## src/rtl/mem_stage_pkg.sv

```systemverilog
// Shared types and constants for the memory stage: FSM states, load/store
// size encodings and the byte-strobe width.
package mem_stage_pkg;
    localparam int DATA_WIDTH_DEF = 64;
    localparam int STRB_WIDTH     = DATA_WIDTH_DEF / 8;

    typedef enum logic {
        IDLE,
        WAIT_RESP
    } state_t;

    localparam logic [2:0] LB  = 3'd0;
    localparam logic [2:0] LH  = 3'd1;
    localparam logic [2:0] LW  = 3'd2;
    localparam logic [2:0] LD  = 3'd3;
    localparam logic [2:0] LBU = 3'd4;
    localparam logic [2:0] LHU = 3'd5;
    localparam logic [2:0] LWU = 3'd6;

    localparam logic [2:0] SB  = 3'd0;
    localparam logic [2:0] SH  = 3'd1;
    localparam logic [2:0] SW  = 3'd2;
    localparam logic [2:0] SD  = 3'd3;
endpackage

```

## src/rtl/load_store_align.sv

```systemverilog
// Combinational lane steering: shifts store data and strobes into their byte
// lanes, and pulls load data down from its lane with sign/zero extension.
module load_store_align
    import mem_stage_pkg::*;
#(
    parameter int DATA_WIDTH = 64
) (
    input  logic [2:0]              i_off,
    input  logic [2:0]              i_func3,
    input  logic [DATA_WIDTH-1:0]   i_write_data,
    input  logic [DATA_WIDTH-1:0]   i_rdata,
    output logic [DATA_WIDTH-1:0]   o_wdata,
    output logic [STRB_WIDTH-1:0]   o_wstrb,
    output logic [DATA_WIDTH-1:0]   o_load_data
);
    logic [STRB_WIDTH-1:0] strb_base;
    logic [DATA_WIDTH-1:0] lane;

    // NOTE: every output gets a default first so no path can infer a latch.
    always_comb begin
        strb_base   = '0;
        o_load_data = '0;

        o_wdata = i_write_data << {i_off, 3'b000};

        case (i_func3[1:0])
            2'd0:    strb_base = 8'h01;
            2'd1:    strb_base = 8'h03;
            2'd2:    strb_base = 8'h0F;
            default: strb_base = 8'hFF;
        endcase
        // Strobe bits shifted past lane 7 fall off: misaligned tails are dropped.
        o_wstrb = strb_base << i_off;

        lane = i_rdata >> {i_off, 3'b000};
        case (i_func3)
            LB:      o_load_data = {{(DATA_WIDTH-8){lane[7]}},   lane[7:0]};
            LH:      o_load_data = {{(DATA_WIDTH-16){lane[15]}}, lane[15:0]};
            LW:      o_load_data = {{(DATA_WIDTH-32){lane[31]}}, lane[31:0]};
            LD:      o_load_data = lane;
            LBU:     o_load_data = {{(DATA_WIDTH-8){1'b0}},  lane[7:0]};
            LHU:     o_load_data = {{(DATA_WIDTH-16){1'b0}}, lane[15:0]};
            LWU:     o_load_data = {{(DATA_WIDTH-32){1'b0}}, lane[31:0]};
            default: o_load_data = '0;
        endcase
    end
endmodule

```

## src/rtl/preg_memory.sv

```systemverilog
// Memory/writeback pipeline register. A bubble kills the register write and
// result select while holding the remaining fields.
module preg_memory #(
    parameter int ADDR_WIDTH = 64,
    parameter int DATA_WIDTH = 64,
    parameter int REG_ADDR_W = 5
) (
    input  logic                  i_clk,
    input  logic                  i_arst,
    input  logic                  i_bubble,
    input  logic [ADDR_WIDTH-1:0] i_pc_plus4,
    input  logic [ADDR_WIDTH-1:0] i_pc_target,
    input  logic [DATA_WIDTH-1:0] i_imm_ext,
    input  logic [DATA_WIDTH-1:0] i_alu_result,
    input  logic [DATA_WIDTH-1:0] i_read_data,
    input  logic [REG_ADDR_W-1:0] i_rd_addr,
    input  logic [2:0]            i_result_src,
    input  logic                  i_reg_we,
    output logic [ADDR_WIDTH-1:0] o_pc_plus4,
    output logic [ADDR_WIDTH-1:0] o_pc_target,
    output logic [DATA_WIDTH-1:0] o_imm_ext,
    output logic [DATA_WIDTH-1:0] o_alu_result,
    output logic [DATA_WIDTH-1:0] o_read_data,
    output logic [REG_ADDR_W-1:0] o_rd_addr,
    output logic [2:0]            o_result_src,
    output logic                  o_reg_we
);
    // NOTE: non-blocking assignments so every flop samples pre-edge values.
    always_ff @(posedge i_clk) begin
        if (i_arst) begin
            o_pc_plus4   <= '0;
            o_pc_target  <= '0;
            o_imm_ext    <= '0;
            o_alu_result <= '0;
            o_read_data  <= '0;
            o_rd_addr    <= '0;
            o_result_src <= '0;
            o_reg_we     <= 1'b0;
        end else if (i_bubble) begin
            o_result_src <= '0;
            o_reg_we     <= 1'b0;
        end else begin
            o_pc_plus4   <= i_pc_plus4;
            o_pc_target  <= i_pc_target;
            o_imm_ext    <= i_imm_ext;
            o_alu_result <= i_alu_result;
            o_read_data  <= i_read_data;
            o_rd_addr    <= i_rd_addr;
            o_result_src <= i_result_src;
            o_reg_we     <= i_reg_we;
        end
    end
endmodule

```

## src/rtl/memory_stage.sv

```systemverilog
// Memory pipeline stage: issues data-memory requests, stalls upstream while an
// access is outstanding, and registers results toward writeback.
module memory_stage
    import mem_stage_pkg::*;
#(
    parameter int ADDR_WIDTH = 64,
    parameter int DATA_WIDTH = 64,
    parameter int REG_ADDR_W = 5
) (
    input  logic                    i_clk,
    input  logic                    i_arst,
    input  logic [ADDR_WIDTH-1:0]   i_pc_plus4,
    input  logic [ADDR_WIDTH-1:0]   i_pc_target,
    input  logic [DATA_WIDTH-1:0]   i_alu_result,
    input  logic [DATA_WIDTH-1:0]   i_write_data,
    input  logic [DATA_WIDTH-1:0]   i_imm_ext,
    input  logic [REG_ADDR_W-1:0]   i_rd_addr,
    input  logic [2:0]              i_result_src,
    input  logic [2:0]              i_func3,
    input  logic                    i_mem_we,
    input  logic                    i_mem_re,
    input  logic                    i_reg_we,
    output logic                    o_dmem_req_valid,
    input  logic                    i_dmem_req_ready,
    output logic [ADDR_WIDTH-1:0]   o_dmem_addr,
    output logic                    o_dmem_we,
    output logic [DATA_WIDTH-1:0]   o_dmem_wdata,
    output logic [STRB_WIDTH-1:0]   o_dmem_wstrb,
    input  logic                    i_dmem_resp_valid,
    input  logic [DATA_WIDTH-1:0]   i_dmem_rdata,
    output logic                    o_stall_mem,
    output logic [REG_ADDR_W-1:0]   o_rd_addr_fwd,
    output logic                    o_reg_we_fwd,
    output logic [ADDR_WIDTH-1:0]   o_pc_plus4,
    output logic [ADDR_WIDTH-1:0]   o_pc_target,
    output logic [DATA_WIDTH-1:0]   o_imm_ext,
    output logic [DATA_WIDTH-1:0]   o_alu_result,
    output logic [DATA_WIDTH-1:0]   o_read_data,
    output logic [REG_ADDR_W-1:0]   o_rd_addr,
    output logic [2:0]              o_result_src,
    output logic                    o_reg_we
);
    state_t                state, state_nx;
    logic                  is_store, is_load, load_done;
    logic [DATA_WIDTH-1:0] load_data, preg_read_data;

    // A set write enable wins when both enables are asserted.
    assign is_store = i_mem_we;
    assign is_load  = i_mem_re & ~i_mem_we;

    assign o_dmem_addr   = ADDR_WIDTH'(i_alu_result);
    assign o_dmem_we     = is_store;
    assign o_rd_addr_fwd = i_rd_addr;
    assign o_reg_we_fwd  = i_reg_we;

    load_store_align #(.DATA_WIDTH(DATA_WIDTH)) u_align (
        .i_off        (i_alu_result[2:0]),
        .i_func3      (i_func3),
        .i_write_data (i_write_data),
        .i_rdata      (i_dmem_rdata),
        .o_wdata      (o_dmem_wdata),
        .o_wstrb      (o_dmem_wstrb),
        .o_load_data  (load_data)
    );

    always_ff @(posedge i_clk) begin
        if (i_arst) state <= IDLE;
        else        state <= state_nx;
    end

    always_comb begin
        state_nx         = state;
        o_dmem_req_valid = 1'b0;
        o_stall_mem      = 1'b0;
        load_done        = 1'b0;
        case (state)
            IDLE: begin
                if (is_store) begin
                    o_dmem_req_valid = 1'b1;
                    o_stall_mem      = ~i_dmem_req_ready;
                end else if (is_load) begin
                    o_dmem_req_valid = 1'b1;
                    o_stall_mem      = 1'b1;
                    if (i_dmem_req_ready) state_nx = WAIT_RESP;
                end
            end
            WAIT_RESP: begin
                o_stall_mem = ~i_dmem_resp_valid;
                if (i_dmem_resp_valid) begin
                    load_done = 1'b1;
                    state_nx  = IDLE;
                end
            end
            default: state_nx = IDLE;
        endcase
    end

    assign preg_read_data = load_done ? load_data : '0;

    preg_memory #(
        .ADDR_WIDTH (ADDR_WIDTH),
        .DATA_WIDTH (DATA_WIDTH),
        .REG_ADDR_W (REG_ADDR_W)
    ) u_preg (
        .i_clk        (i_clk),
        .i_arst       (i_arst),
        .i_bubble     (o_stall_mem),
        .i_pc_plus4   (i_pc_plus4),
        .i_pc_target  (i_pc_target),
        .i_imm_ext    (i_imm_ext),
        .i_alu_result (i_alu_result),
        .i_read_data  (preg_read_data),
        .i_rd_addr    (i_rd_addr),
        .i_result_src (i_result_src),
        .i_reg_we     (i_reg_we),
        .o_pc_plus4   (o_pc_plus4),
        .o_pc_target  (o_pc_target),
        .o_imm_ext    (o_imm_ext),
        .o_alu_result (o_alu_result),
        .o_read_data  (o_read_data),
        .o_rd_addr    (o_rd_addr),
        .o_result_src (o_result_src),
        .o_reg_we     (o_reg_we)
    );
endmodule

```

## config.mk

```make
export PLATFORM = sky130hd
export DESIGN_NAME = memory_stage
export DESIGN_NICKNAME = d
export VERILOG_FILES = /design/src/rtl/mem_stage_pkg.sv /design/src/rtl/load_store_align.sv /design/src/rtl/preg_memory.sv /design/src/rtl/memory_stage.sv
export SDC_FILE = /design/constraint.sdc
export NUM_CORES = 1
export LEC_CHECK = 0
export BUFFER_PORTS_ARGS = -buffer_cell sky130_fd_sc_hd__buf_2
export CAP_MARGIN = 20
export CORE_AREA = 2 2 338 340
export CTS_BUF_LIST = sky130_fd_sc_hd__clkbuf_2
export DETAILED_ROUTE_END_ITERATION = 12
export DIE_AREA = 0 0 340 342
export PLACE_DENSITY = 0.35
export SETUP_SLACK_MARGIN = 0.4
export SLEW_MARGIN = 20
export SYNTH_ARGS = -nofsm -noshare
export SYNTH_HDL_FRONTEND = slang
export SYNTH_SLANG_ARGS = --single-unit
```

## constraint.sdc

```tcl
create_clock -name i_clk -period 3.4 [get_ports i_clk]
set_clock_uncertainty 0.15 [all_clocks]
set_input_delay 0.17 -clock i_clk [delete_from_list [all_inputs] [get_ports i_clk]]
set_output_delay 0.17 -clock i_clk [all_outputs]
set_load 0.02 [all_outputs]
```

==> results by group, run 1 <==
Outcome
  • Status: aborted with a tool error
  • Failed at: 4_1_cts
  • Log Error: [ERROR RSZ-0060] Max buffer count reached.

Synthesis
  • Synth unique cells: 60
  • Mapped Avg Cell Area: roughly 8 µm²
  • Post-Syn Area: 16300 µm²
  • Asr flop ratio synth: 0
  • Total nets after synthesis: 2448
  • Post-synth top flop: dfxtp_1
  • Register area share after synthesis: 0.404
  • Synth warn: 0
  • Yosys reg bits: 330
  • Post-Syn Instances: a little over 2000
  • Number of synthesized flops with an enable pin: 0

Die
  • Die W: 340 µm
  • Row count: roughly 120
  • Top Ports: 876
  • Initial Util: 0.145
  • Die Y: 342 µm

Clock tree
  • CTS sink count: 330
  • Max Root-Sink Buffers: 3
  • TritonCTS Buffers: 102
  • Post-CTS Repair Setup Buffers: 2
  • Hold buffer count at CTS: approximately 900
  • Clock Root Buffer: clkbuf_2
  • H-Tree Depth: 3
  • Post-CTS sizing: 5

Placement
  • Port buffer count: 875
  • Pre-CTS setup slack: 849 ps
  • Area after DPL: 21800 µm²
  • HPWL Detailed: between 60000 and 70000 µm
  • Final GP Congestion: 0.802
[metrics by stage]
| stage | cells | hold slack [ps] |
|---|---|---|
| after floorplan | 2046 | 142 |
| after global placement | 4227 | 237 |
| after detailed placement | 4227 | 248 |
[cell usage after synthesis (all sizes together), types with 2 or more instances]
cell type	count	area, µm²
clkbuf	111	417
mux2	29	327
o21ai	51	255
nand2b	13	81.3
nor2b	16	100
nor3	4	25.0
and2	17	106
o31ai	7	72.6
a21oi	352	1760
mux2i	114	1140
o32ai	2	17.5
a32oi	3	26.3
mux4	20	450
a211oi	55	596
nor2	80	303
nand2	582	2180
o22ai	28	175
nand3	2	10.0
dfxtp	330	6610
inv	3	11.3
a22oi	40	300
a211o	6	52.6
a21boi	2	15.0
buf	141	957
a2bb2oi	5	43.8
o211ai	6	45.0
nor4	3	40.0
or2	3	18.8
a311oi	5	56.3
[cell families after synthesis]
logic type                count (synthesis)  share of synthesized area
DFF                                     330                      0.404
muxes                                   163                      0.117
and+or+nand+nor                         725                      0.178
buffers and inverters                   255                     0.0847
xor gates and xnor gates                  1                   0.000536
AOI/OAI and AO/OA                       572                      0.215
==> run 2: changes to the inputs <==
--- a/config.mk
+++ b/config.mk
@@ -7,12 +7,10 @@
 export LEC_CHECK = 0
 export BUFFER_PORTS_ARGS = -buffer_cell sky130_fd_sc_hd__buf_2
 export CAP_MARGIN = 20
-export CORE_AREA = 2 2 338 340
-export CTS_BUF_LIST = sky130_fd_sc_hd__clkbuf_2
+export CORE_AREA = 2 2 336 338
 export DETAILED_ROUTE_END_ITERATION = 12
-export DIE_AREA = 0 0 340 342
-export PLACE_DENSITY = 0.35
-export SETUP_SLACK_MARGIN = 0.4
+export DIE_AREA = 0 0 338 340
+export PLACE_DENSITY_LB_ADDON = 0.15
 export SLEW_MARGIN = 20
 export SYNTH_ARGS = -nofsm -noshare
 export SYNTH_HDL_FRONTEND = slang
==> results by group, run 2 <==
Clock tree
  • Max Root-Sink Buffers: 3 (unchanged)
  • CTS tree: yes
  • Worst-path clk slew: 60 ps
  • CTS sink count: 330 (unchanged)
  • Clock Root Buffer: clkbuf_16
  • TritonCTS Buffers: 45 (-56%)
  • H-Tree Depth: 2 (-1)
  • Post-CTS sizing: 0 (-5)
  • Clk Latency, worst-skew pair: 600 ps

Synthesis
  • Synth warn: 0 (unchanged)
  • Post-Syn Area: 16300 µm² (unchanged)
  • Post-synth top flop: dfxtp_1
  • Yosys reg bits: 330 (unchanged)
  • Area leader, netlist: dfxtp_1
  • Post-synth top area share: 0.404 (unchanged)
  • Most common cell in the netlist: nand2_1
  • Number of synthesized flops with an enable pin: 0 (unchanged)
  • Mapped Avg Cell Area: 7.99 µm² (unchanged)
  • Commonest cells post-synth: nand2_1 (582), a21oi_1 (352), dfxtp_1 (330)
  • Top post-synthesis cells by area: dfxtp_1 (40%), nand2_1 (13%), a21oi_1 (11%)
  • Register area share after synthesis: 0.404 (unchanged)
  • Asr flop ratio synth: 0 (unchanged)
  • Post-Syn Instances: 2046 (unchanged)
  • Synth unique cells: 60 (unchanged)
  • Total nets after synthesis: 2448 (unchanged)

Final layout
  • Most frequent cells in the layout: buf_2 (871), nand2_1 (582), a21oi_1 (352)
  • Commonest non-fill, non-tap cell in the layout: buf_2
  • Layout area overhead: 63.4%
  • Core Util, Final: 0.239
  • Fraction of layout cells with a size suffix above 1: 0.348
  • # fillers: 12451
  • # nets final: 3511

Die
  • Die Y: 340 µm (-0.58%)
  • Row count: 123 (-0.81%)
  • Top Ports: 876 (unchanged)
  • Die area: 115000 µm²
  • Die W: 338 µm (-0.59%)
  • Initial Util: 0.146 (+0.00198)
  • Core area: 112000 µm²

Worst setup path
  • Critical path class: reg2out
  • Worst-path fanout max: 72
  • Top Family by Delay on Critical Path: buffers and inverters
  • Critical-path cell list: nand2_1 -> o31ai_4 -> inv_8 -> buf_4 -> buf_2
  • Data arrival time of the critical path: 2560 ps
  • Crit end category: output pin
  • CP peak stage delay: 440 ps
  • Buffers & Inverters on Critical Path: 3
  • CP max-delay cell: inv_8
  • WP data required: 3080 ps
  • Crit path launch: state$_SDFF_PP0_
  • Reg2Reg Launch Point: state$_SDFF_PP0_
  • Startpoint types: register

Route
  • Drt total wl: between 90000 and 100000 µm
  • Iter 0 DRT Violations: 778
  • Wire per inst: 19.4 µm
  • Antenna viol nets, final: 0
  • Vias per inst: 4.01
  • DRC viols: 0
  • Initial DRT Pass Iterations: 5
  • Via count: 18620

Outcome
  • Status: complete, no violations

STA
  • Max Freq: 347 MHz
  • Final hold violation count: 0
  • Max-slew headroom: 0.425
  • RSZ-0062 raised after global routing: false
  • Final worst path period need: 2880 ps
  • Final period util: 0.847
  • Max-slew violation count: 0
  • Final hold slack: 59.7 ps
  • Least-Margin Pin Slew: 862 ps
  • Final TNS setup: 0 ps
  • Final setup violation count: 0

Flow run
  • Max-cap viol count: 0

Power
  • Pint: 8.02 mW
  • VDD IR-drop max: 324 µV
  • Total power: 11.9 mW
  • Leakage power: approximately 12 nW
  • Clock network fraction of total power: 0.403
  • Switching Share: 0.324
  • Pwr per Cell Area: approximately 440 nW/µm²
  • Psw: around 3.8 mW
  • Combinational share of power: 0.242
  • Sequential Power Share: 0.355

Global routing
  • Total GRT Usage: 0.148
  • Vias in the first global route: 18444
  • Global-route wire length before repair: 127000 µm
  • Largest net degree at the start of global routing: between 100 and 150
  • Remaining Overflow, GRT: 0
  • Number of antenna violations at the first check in global routing: 10

Placement
  • HPWL Detailed: 67900 µm (+3.5%)
  • Final GP Congestion: 0.765 (-4.6%)
  • Port buffer count: 875 (unchanged)

Min path
  • Min-Delay Startpoint: i_dmem_rdata[36]
  • Worst hold path class: in2reg
-- run 2: metrics by stage --
step	instances	area, µm²	setup WS [ps]
after CTS	4640	26700	400
after detailed placement	4221	21800	608
after global routing	4642	26700	338
after floorplan	2046	16300	1320
after global placement	4221	21800	593
final	4646	26700	521
-- run 2: path summary, 6_finish.rpt --
path              depth (start not counted)                                  end  slack [ps]
setup / recovery                          5                          o_stall_mem         520
setup reg to reg                          7    u_preg.o_pc_plus4[9]$_SDFFE_PP0N_         640
hold reg to reg                           2    u_preg.o_imm_ext[50]$_SDFFE_PP0N_         290
hold / removal                            5  u_preg.o_read_data[28]$_SDFFE_PP0N_          60
-- run 2: area by class of cell --
| type | count | area, µm² | area share |
|---|---|---|---|
| multi-input combinational | 1461 | 8380 | 0.314 |
| timing repair buffer | 1268 | 8360 | 0.313 |
| sequential | 330 | 6610 | 0.247 |
| tap | 1500 | 1880 | 0.0703 |
| clock buffer | 68 | 1290 | 0.0484 |
| clock inverter | 10 | 161 | 0.00604 |
| inverter | 3 | 18.8 | 0.000703 |
| antenna | 6 | 15.0 | 0.000562 |
-- run 2: worst reg2reg max path, cell delays in order, from the launching register on --
cell and delay [ps]:
dfxtp_1 380, nand2_1 320, o31ai_4 200, inv_8 440
buf_4 400, nand2_1 110, a21oi_1 150, dlygate4sd3_1 570
-- run 2: per-layer routing --
metal,wire length [µm],track usage,part of all wire,vias up
li1,-,-,-,9077
met1,36900,0.175,0.41,8831
met2,44400,0.259,0.49,605
met3,6600,0.0435,0.073,101
met4,2140,0.0402,0.024,6
met5,34,0,0.00038,-
-- run 2: kinds of logic (layout without fill, tap and decap cells) --
kind of cell    Yosys count  in the layout  synth area share
other cells               0              6                 0
simple gates            725            725             0.178
mux                     163            163             0.117
flops                   330            330             0.404
compound gates          572            572             0.215
xor+xnor                  1              1          0.000536
buf+inv                 255           1349            0.0847
-- run 2: what timing repair did --
item	CTS	global route
hold buffers	341	0
hold endpoints to repair	274	0
buffers inserted	0	0
endpoints found under the setup margin	0	0
-- run 2: power groups by stage --
stage | sequential (mW) | clock (mW) | combinational, mW
after floorplan | 4.58 | 0 | 1.20
after global placement | 4.29 | 0 | 2.58
after detailed placement | 4.29 | 0 | 2.56
after CTS | 4.21 | 4.99 | 2.91
after global routing | 4.24 | 5.12 | 3.11
final | 4.21 | 4.77 | 2.87
No activity file was read; power rests on OpenSTA's default activity.
